## config.mk

```make
export PLATFORM = sky130hd
export DESIGN_NAME = bwn_conv3x3_flat
export DESIGN_NICKNAME = d
export VERILOG_FILES = /design/src/rtl/bwn_conv3x3_if.sv /design/src/rtl/bwn_conv3x3.sv /design/src/flat_wrapper.sv
export SDC_FILE = /design/constraint.sdc
export NUM_CORES = 1
export LEC_CHECK = 0
export BUFFER_PORTS_ARGS = -buffer_cell sky130_fd_sc_hd__buf_2
export CAP_MARGIN = 20
export CORE_ASPECT_RATIO = 0.7
export CORE_UTILIZATION = 55
export DETAILED_ROUTE_END_ITERATION = 6
export PLACE_DENSITY = 0.73
export SYNTH_ARGS = -nofsm -noshare
export SYNTH_HDL_FRONTEND = slang
export SYNTH_SLANG_ARGS = --single-unit
```

## constraint.sdc

```tcl
create_clock -name iCLK -period 4.8 [get_ports iCLK]
set_input_delay 0.48 -clock iCLK [delete_from_list [all_inputs] [get_ports iCLK]]
set_output_delay 0.48 -clock iCLK [all_outputs]
set_load 0.01 [all_outputs]
```

## src/rtl/bwn_conv3x3_if.sv

```systemverilog
// Stream, weight and result signals of the bwn_conv3x3 stage, grouped for port connection.
// master drives the pixel stream and taps; slave is the convolution stage.
interface bwn_conv3x3_if #(
  parameter int WL  = 8,
  parameter int OWL = WL + 5
);
  logic                  iEN;
  logic                  iSTART;
  logic [WL-1:0]         iDATA;
  logic [WL-1:0]         iTAP1;
  logic [WL-1:0]         iTAP2;
  logic [8:0]            iWEIGHT;
  logic signed [OWL-1:0] oSUM;
  logic                  oVALID;
  logic                  oFRAME_DONE;

  modport master (
    output iEN, iSTART, iDATA, iTAP1, iTAP2, iWEIGHT,
    input  oSUM, oVALID, oFRAME_DONE
  );

  modport slave (
    input  iEN, iSTART, iDATA, iTAP1, iTAP2, iWEIGHT,
    output oSUM, oVALID, oFRAME_DONE
  );
endinterface

```

## src/rtl/bwn_conv3x3.sv

```systemverilog
// Binary-weight 3x3 convolution over a raster stream plus two line-buffer taps; 3-stage pipeline.
// Optional macro BWN_RELU_EN clamps negative window sums to zero in the output stage.
module bwn_conv3x3 #(
  parameter int WL     = 8,
  parameter int WIDTH  = 17,
  parameter int HEIGHT = 17,
  parameter int OWL    = WL + 5
) (
  input logic          iCLK,
  input logic          iRSTn,
  bwn_conv3x3_if.slave bus
);
  localparam int CW = (WIDTH  > 1) ? $clog2(WIDTH)  : 1;
  localparam int RW = (HEIGHT > 1) ? $clog2(HEIGHT) : 1;
  localparam int SW = WL + 3;
  localparam logic [CW-1:0] COL_LAST = CW'(WIDTH - 1);
  localparam logic [RW-1:0] ROW_LAST = RW'(HEIGHT - 1);
  localparam logic [CW-1:0] COL_MIN  = CW'(2);
  localparam logic [RW-1:0] ROW_MIN  = RW'(2);

  logic [8:0]            weight;
  logic [WL-1:0]         win [3][3];
  logic [CW-1:0]         col;
  logic [RW-1:0]         row;
  logic                  win_ok;
  logic                  win_last;
  logic signed [SW-1:0]  row_sum [3];
  logic signed [SW-1:0]  row_sum_q [3];
  logic                  sum_ok;
  logic                  sum_last;
  logic signed [OWL-1:0] total;
  logic signed [OWL-1:0] total_out;

  function automatic logic signed [SW-1:0] term(input logic [WL-1:0] p, input logic w);
    logic signed [SW-1:0] e;
    e = $signed({3'b000, p});
    return w ? e : -e;
  endfunction

  always_ff @(posedge iCLK or negedge iRSTn) begin
    if (!iRSTn)
      weight <= '0;
    else if (bus.iSTART)
      weight <= bus.iWEIGHT;
  end

  // Stage 1: window shift, raster position and the interior-window flag.
  always_ff @(posedge iCLK or negedge iRSTn) begin
    if (!iRSTn) begin
      for (int r = 0; r < 3; r++)
        for (int c = 0; c < 3; c++)
          win[r][c] <= '0;
      col      <= '0;
      row      <= '0;
      win_ok   <= 1'b0;
      win_last <= 1'b0;
    end else if (bus.iSTART) begin
      for (int r = 0; r < 3; r++)
        for (int c = 0; c < 3; c++)
          win[r][c] <= '0;
      col      <= '0;
      row      <= '0;
      win_ok   <= 1'b0;
      win_last <= 1'b0;
    end else begin
      win_ok   <= bus.iEN && (col >= COL_MIN) && (row >= ROW_MIN);
      win_last <= bus.iEN && (col == COL_LAST) && (row == ROW_LAST);
      if (bus.iEN) begin
        for (int r = 0; r < 3; r++) begin
          win[r][0] <= win[r][1];
          win[r][1] <= win[r][2];
        end
        win[0][2] <= bus.iTAP2;
        win[1][2] <= bus.iTAP1;
        win[2][2] <= bus.iDATA;
        if (col == COL_LAST) begin
          col <= '0;
          row <= (row == ROW_LAST) ? '0 : row + RW'(1);
        end else begin
          col <= col + CW'(1);
        end
      end
    end
  end

  always_comb begin
    for (int r = 0; r < 3; r++)
      row_sum[r] = term(win[r][0], weight[3*r])
                 + term(win[r][1], weight[3*r+1])
                 + term(win[r][2], weight[3*r+2]);
  end

  // Stage 2: registered row sums.
  always_ff @(posedge iCLK or negedge iRSTn) begin
    if (!iRSTn) begin
      for (int r = 0; r < 3; r++) row_sum_q[r] <= '0;
      sum_ok   <= 1'b0;
      sum_last <= 1'b0;
    end else if (bus.iSTART) begin
      for (int r = 0; r < 3; r++) row_sum_q[r] <= '0;
      sum_ok   <= 1'b0;
      sum_last <= 1'b0;
    end else begin
      for (int r = 0; r < 3; r++) row_sum_q[r] <= row_sum[r];
      sum_ok   <= win_ok;
      sum_last <= win_last;
    end
  end

  always_comb begin
    total = OWL'(row_sum_q[0]) + OWL'(row_sum_q[1]) + OWL'(row_sum_q[2]);
`ifdef BWN_RELU_EN
    total_out = total[OWL-1] ? '0 : total;
`else
    total_out = total;
`endif
  end

  // Stage 3: output register; oSUM holds between valid windows.
  always_ff @(posedge iCLK or negedge iRSTn) begin
    if (!iRSTn) begin
      bus.oSUM        <= '0;
      bus.oVALID      <= 1'b0;
      bus.oFRAME_DONE <= 1'b0;
    end else if (bus.iSTART) begin
      bus.oSUM        <= '0;
      bus.oVALID      <= 1'b0;
      bus.oFRAME_DONE <= 1'b0;
    end else begin
      bus.oVALID      <= sum_ok;
      bus.oFRAME_DONE <= sum_ok && sum_last;
      if (sum_ok)
        bus.oSUM <= total_out;
    end
  end
endmodule
```

## src/flat_wrapper.sv

```systemverilog
// flat-port wrapper written by rule: the top's interface ports become plain ports
module bwn_conv3x3_flat 
#(
  parameter int WL     = 8,
  parameter int WIDTH  = 17,
  parameter int HEIGHT = 17,
  parameter int OWL    = WL + 5
)
  (iCLK, iRSTn, bus_iEN, bus_iSTART, bus_iDATA, bus_iTAP1, bus_iTAP2, bus_iWEIGHT, bus_oSUM, bus_oVALID, bus_oFRAME_DONE);
  bwn_conv3x3_if #(.WL(WL), .OWL(OWL)) bus_i ();
  input logic iCLK;
  input logic iRSTn;
  input wire logic [$bits(bus_i.iEN)-1:0] bus_iEN;
  input wire logic [$bits(bus_i.iSTART)-1:0] bus_iSTART;
  input wire logic [$bits(bus_i.iDATA)-1:0] bus_iDATA;
  input wire logic [$bits(bus_i.iTAP1)-1:0] bus_iTAP1;
  input wire logic [$bits(bus_i.iTAP2)-1:0] bus_iTAP2;
  input wire logic [$bits(bus_i.iWEIGHT)-1:0] bus_iWEIGHT;
  output wire logic [$bits(bus_i.oSUM)-1:0] bus_oSUM;
  output wire logic [$bits(bus_i.oVALID)-1:0] bus_oVALID;
  output wire logic [$bits(bus_i.oFRAME_DONE)-1:0] bus_oFRAME_DONE;
  assign bus_i.iEN = bus_iEN;
  assign bus_i.iSTART = bus_iSTART;
  assign bus_i.iDATA = bus_iDATA;
  assign bus_i.iTAP1 = bus_iTAP1;
  assign bus_i.iTAP2 = bus_iTAP2;
  assign bus_i.iWEIGHT = bus_iWEIGHT;
  assign bus_oSUM = bus_i.oSUM;
  assign bus_oVALID = bus_i.oVALID;
  assign bus_oFRAME_DONE = bus_i.oFRAME_DONE;
  bwn_conv3x3 #(.WL(WL), .WIDTH(WIDTH), .HEIGHT(HEIGHT), .OWL(OWL)) u_core (.iCLK(iCLK), .iRSTn(iRSTn), .bus(bus_i));
endmodule
```

==> flow_summary.rst <==
.. list-table::
   :header-rows: 1

   * - Metric
     - Value
   * - Status
     - finished, final reports clean
   * - Fillers
     - between 1000 and 1500
   * - Setup clock skew after layout
     - ~6.5 ps
   * - Initial standard-cell utilization of the core
     - a little under three fifths
   * - Final setup fails
     - 0
   * - Total Die Area
     - 18100 um^2
   * - Syn Inst Count
     - around 1000
   * - Launching element of the worst setup path
     - u_core.win[10]
   * - Number of global-route vias before repair
     - ~6600
   * - Critical setup path kind
     - reg -> reg
   * - Net total in the final layout
     - roughly 1100
   * - Pin count of the biggest net entering global routing
     - 110
   * - Capture instance of the worst register-to-register path
     - u_core.row_sum_q[9]
   * - Chain of cells forming the critical path
     - nor4_1 > a21oi_1 > xnor2_1 > fa_1 > inv_1 > ha_1 > a311oi_1 > o2bb2ai_1 > mux2_1
   * - Critical path peak fanout
     - 6
   * - Slew of the pin with the lowest slew margin
     - around 1000 ps
   * - First-pass GRT wire length
     - roughly 34000 um
   * - Antenna violations before repair
     - 0
   * - Port Buffer Count
     - approximately 50
   * - Sequential cell area fraction in the yosys report
     - between 30 and 40%
   * - Final Cycle Share
     - 72.4%
   * - Met2 usage
     - ~33%
   * - Post-synthesis cell area
     - around 9700 um^2
   * - Maximum clock insertion buffer count
     - 2
   * - Average via count per standard cell
     - roughly 5.4
   * - Height of the chip
     - about 110 um
   * - Clk sinks
     - 143
   * - RSZ-0062 raised after global routing
     - false
   * - CTS tree
     - yes
   * - Most crowded layer after global routing
     - met1
   * - Type of the most critical hold path
     - in -> reg
   * - Required time at the endpoint of the critical path
     - between 5000 and 6000 ps
   * - EDFF count, synth
     - 0
   * - Length in cells of the worst reg-to-reg path
     - 9
   * - DR pass1 iterations
     - 5
   * - Total GRT Usage
     - 23.6%
   * - Leading cell type in the layout, fill and taps excluded
     - sky130_fd_sc_hd__nor2_1
   * - Met3 GRT Util
     - about 5%
   * - Placed cell count
     - around 1200
   * - Post-layout util
     - between 60% and 70%
   * - Global placement routability congestion
     - 0.883
   * - Synth warn
     - 0
   * - Wire per inst
     - 15.8 um
   * - Number of flip-flops and latches in the synthesized netlist
     - ~140
   * - ANT nets after route
     - 0
   * - Number of hold-repair buffers added at the cts stage
     - 0
   * - Share of final-layout standard cells stronger than drive strength 1
     - about a tenth
   * - Setup bufs post-CTS
     - 0
   * - Final worst-path setup slack
     - between 1000 and 1500 ps
   * - Nets in the synthesized netlist
     - 1110
   * - Power per standard cell area
     - 396 nW/um^2
   * - Total wire length after detailed routing
     - ~20000 um
   * - Flop-to-flop setup slack
     - ~1300 ps
   * - Resized cells post-CTS
     - 0
   * - Highest Clock Rate
     - between 0.2 and 0.3 GHz
   * - Core Box Area
     - roughly 17000 um^2
   * - Critical Path End Type
     - register
   * - Detailed-placement wirelength estimate
     - 14100 um
   * - Worst setup path end
     - u_core.row_sum_q[9]
   * - Residual DRC
     - 0
   * - H-tree level count
     - 4
   * - CTS buffer count
     - 17
   * - Max-slew violation total from the final report
     - 0
   * - Total power draw
     - between 4 and 5 mW
   * - Post-Synthesis Mean Instance Area
     - 9.92 um^2
   * - DIE WIDTH
     - 160 um
   * - Critical path's largest stage delay
     - 610 ps
   * - Setup TNS
     - 0 ps
   * - Final Hold Slack
     - roughly 290 ps
   * - Leakage power
     - between 5 and 6 nW
   * - VDD IR-drop max
     - slightly below 0.0002 V
   * - Skew-Pair Late Insertion Delay
     - 420 ps
   * - Overflow left after global routing
     - 0
   * - GR met1 Demand/Resource
     - about 37%
   * - Most frequent cells in the layout
     - sky130_fd_sc_hd__nor2_1, sky130_fd_sc_hd__dfrtp_1, sky130_fd_sc_hd__mux2i_1
   * - Slew Limit Headroom
     - around 31%
   * - Launch point of the worst reg-to-reg path
     - u_core.win[10]
   * - Dominant synthesized flop cell
     - sky130_fd_sc_hd__dfrtp_1
   * - Drt first-iter violations
     - ~500
   * - Number of cells in the finished layout apart from fillers
     - approximately 1300
   * - Startpoint Class
     - register
   * - Pre-CTS setup slack
     - around 1400 ps
   * - Shortest clock period the worst path allows after layout
     - ~3500 ps
   * - Signed area change from the synthesized netlist to the final layout
     - 11.8%
   * - Max-cap viol count
     - 0
   * - Antenna diodes
     - 0
   * - Post-synth cell types
     - slightly below 60
   * - Root cell of the clock tree
     - sky130_fd_sc_hd__clkbuf_16
   * - Cell area after layout
     - 10800 um^2
   * - Slowest cell on the critical path
     - sky130_fd_sc_hd__nor4_1
   * - I/O pins
     - between 50 and 60
   * - Clock transition time at the flip-flop clock pins of the worst setup and hold paths
     - around 60 ps
   * - Vias post-DR
     - just under 7000
   * - Hold Vio Cnt, Final
     - 0
   * - Data arrival time of the critical path
     - between 3000 and 4000 ps
   * - Rows
     - 40
   * - Fraction of synthesis flops using an asynchronous set or reset pin
     - 100%
   * - Standard cell area after detailed placement
     - just over 10000 um^2
-- power by group --
group / total (mW) / leakage [nW] / switching, mW / internal (mW)
registers: 1.43 / 1.92 / 0.123 / 1.30
logic: 1.33 / 3.05 / 0.721 / 0.614
clock network: 1.51 / 0.320 / 0.536 / 0.975
total: 4.27 / 5.30 / 1.38 / 2.89
-- worst min path at each step --
stage                          from                      to  slack, ps  cells past startpoint
floorplan                     iRSTn  u_core.bus.oFRAME_DONE        180                      0
global placement    u_core.sum_last  u_core.bus.oFRAME_DONE        440                      1
detailed placement  u_core.win_last         u_core.sum_last        450                      1
CTS                           iRSTn           u_core.col[4]        220                      1
global route         bus_iWEIGHT[5]        u_core.weight[5]        280                      2
finish               bus_iWEIGHT[7]        u_core.weight[7]        290                      2
-- critical path: cells and delay by family, from the launching register on --
kind / cells / cell delay (ps)
adders and majority gates: 2 / 870
AOI/OAI and AO/OA: 3 / 840
and+or+nand+nor: 1 / 610
DFF: 1 / 450
muxes: 1 / 350
xor gates and xnor gates: 1 / 170
buffers and inverters: 1 / 50
-- final cells by class --
type                            instances  area [um^2]  share of cell area [%]
Clock inverter                         14          240                    2.23
Clock buffer                           18          429                    3.98
Multi-Input combinational cell        705         5580                    51.7
Timing Repair Buffer                   56          339                    3.14
Tap cell                              231          289                    2.68
Sequential cell                       143         3580                    33.2
Inverter                               86          337                    3.12
-- cell usage after synthesis (15+ instances only) --
| cell | number | area [um^2] |
|---|---|---|
| sky130_fd_sc_hd__mux2i_1 | 87 | 871 |
| sky130_fd_sc_hd__ha_1 | 55 | 688 |
| sky130_fd_sc_hd__dfrtp_1 | 143 | 3580 |
| sky130_fd_sc_hd__a21oi_1 | 43 | 215 |
| sky130_fd_sc_hd__nor2b_1 | 25 | 156 |
| sky130_fd_sc_hd__xnor2_1 | 67 | 587 |
| sky130_fd_sc_hd__xor2_1 | 15 | 131 |
| sky130_fd_sc_hd__nor3_1 | 30 | 150 |
| sky130_fd_sc_hd__fa_1 | 45 | 901 |
| sky130_fd_sc_hd__nand2_1 | 18 | 67.6 |
| sky130_fd_sc_hd__clkbuf_1 | 22 | 82.6 |
| sky130_fd_sc_hd__nor2_1 | 178 | 668 |
| sky130_fd_sc_hd__inv_1 | 85 | 319 |
-- per-layer routing --
layer	vias up	wire [um]
met1	3306	10300
met2	176	8210
li1	3325	-
met3	21	993
met5	-	0
met4	0	230
-- kinds of logic after synthesis --
group                      after synthesis  synth area share (%)
AOI/OAI and AO/OA                      133                  9.04
muxes                                   99                  10.4
DFF                                    143                  37.1
adders and majority gates              100                  16.5
buffers and inverters                  125                  5.14
and+or+nand+nor                        288                  13.7
xor gates and xnor gates                85                  8.15
-- flip-flops by register name, summed over array words and instances (netlist names) --
register and flops:
u_core.bus.oFRAME_DONE 1, u_core.bus.oSUM 13, u_core.bus.oVALID 1, u_core.col 5, u_core.row 5, u_core.row_sum_q 33
u_core.sum_last 1, u_core.sum_ok 1, u_core.weight 9, u_core.win 72, u_core.win_last 1, u_core.win_ok 1
Power figures use the tool's default switching activity.
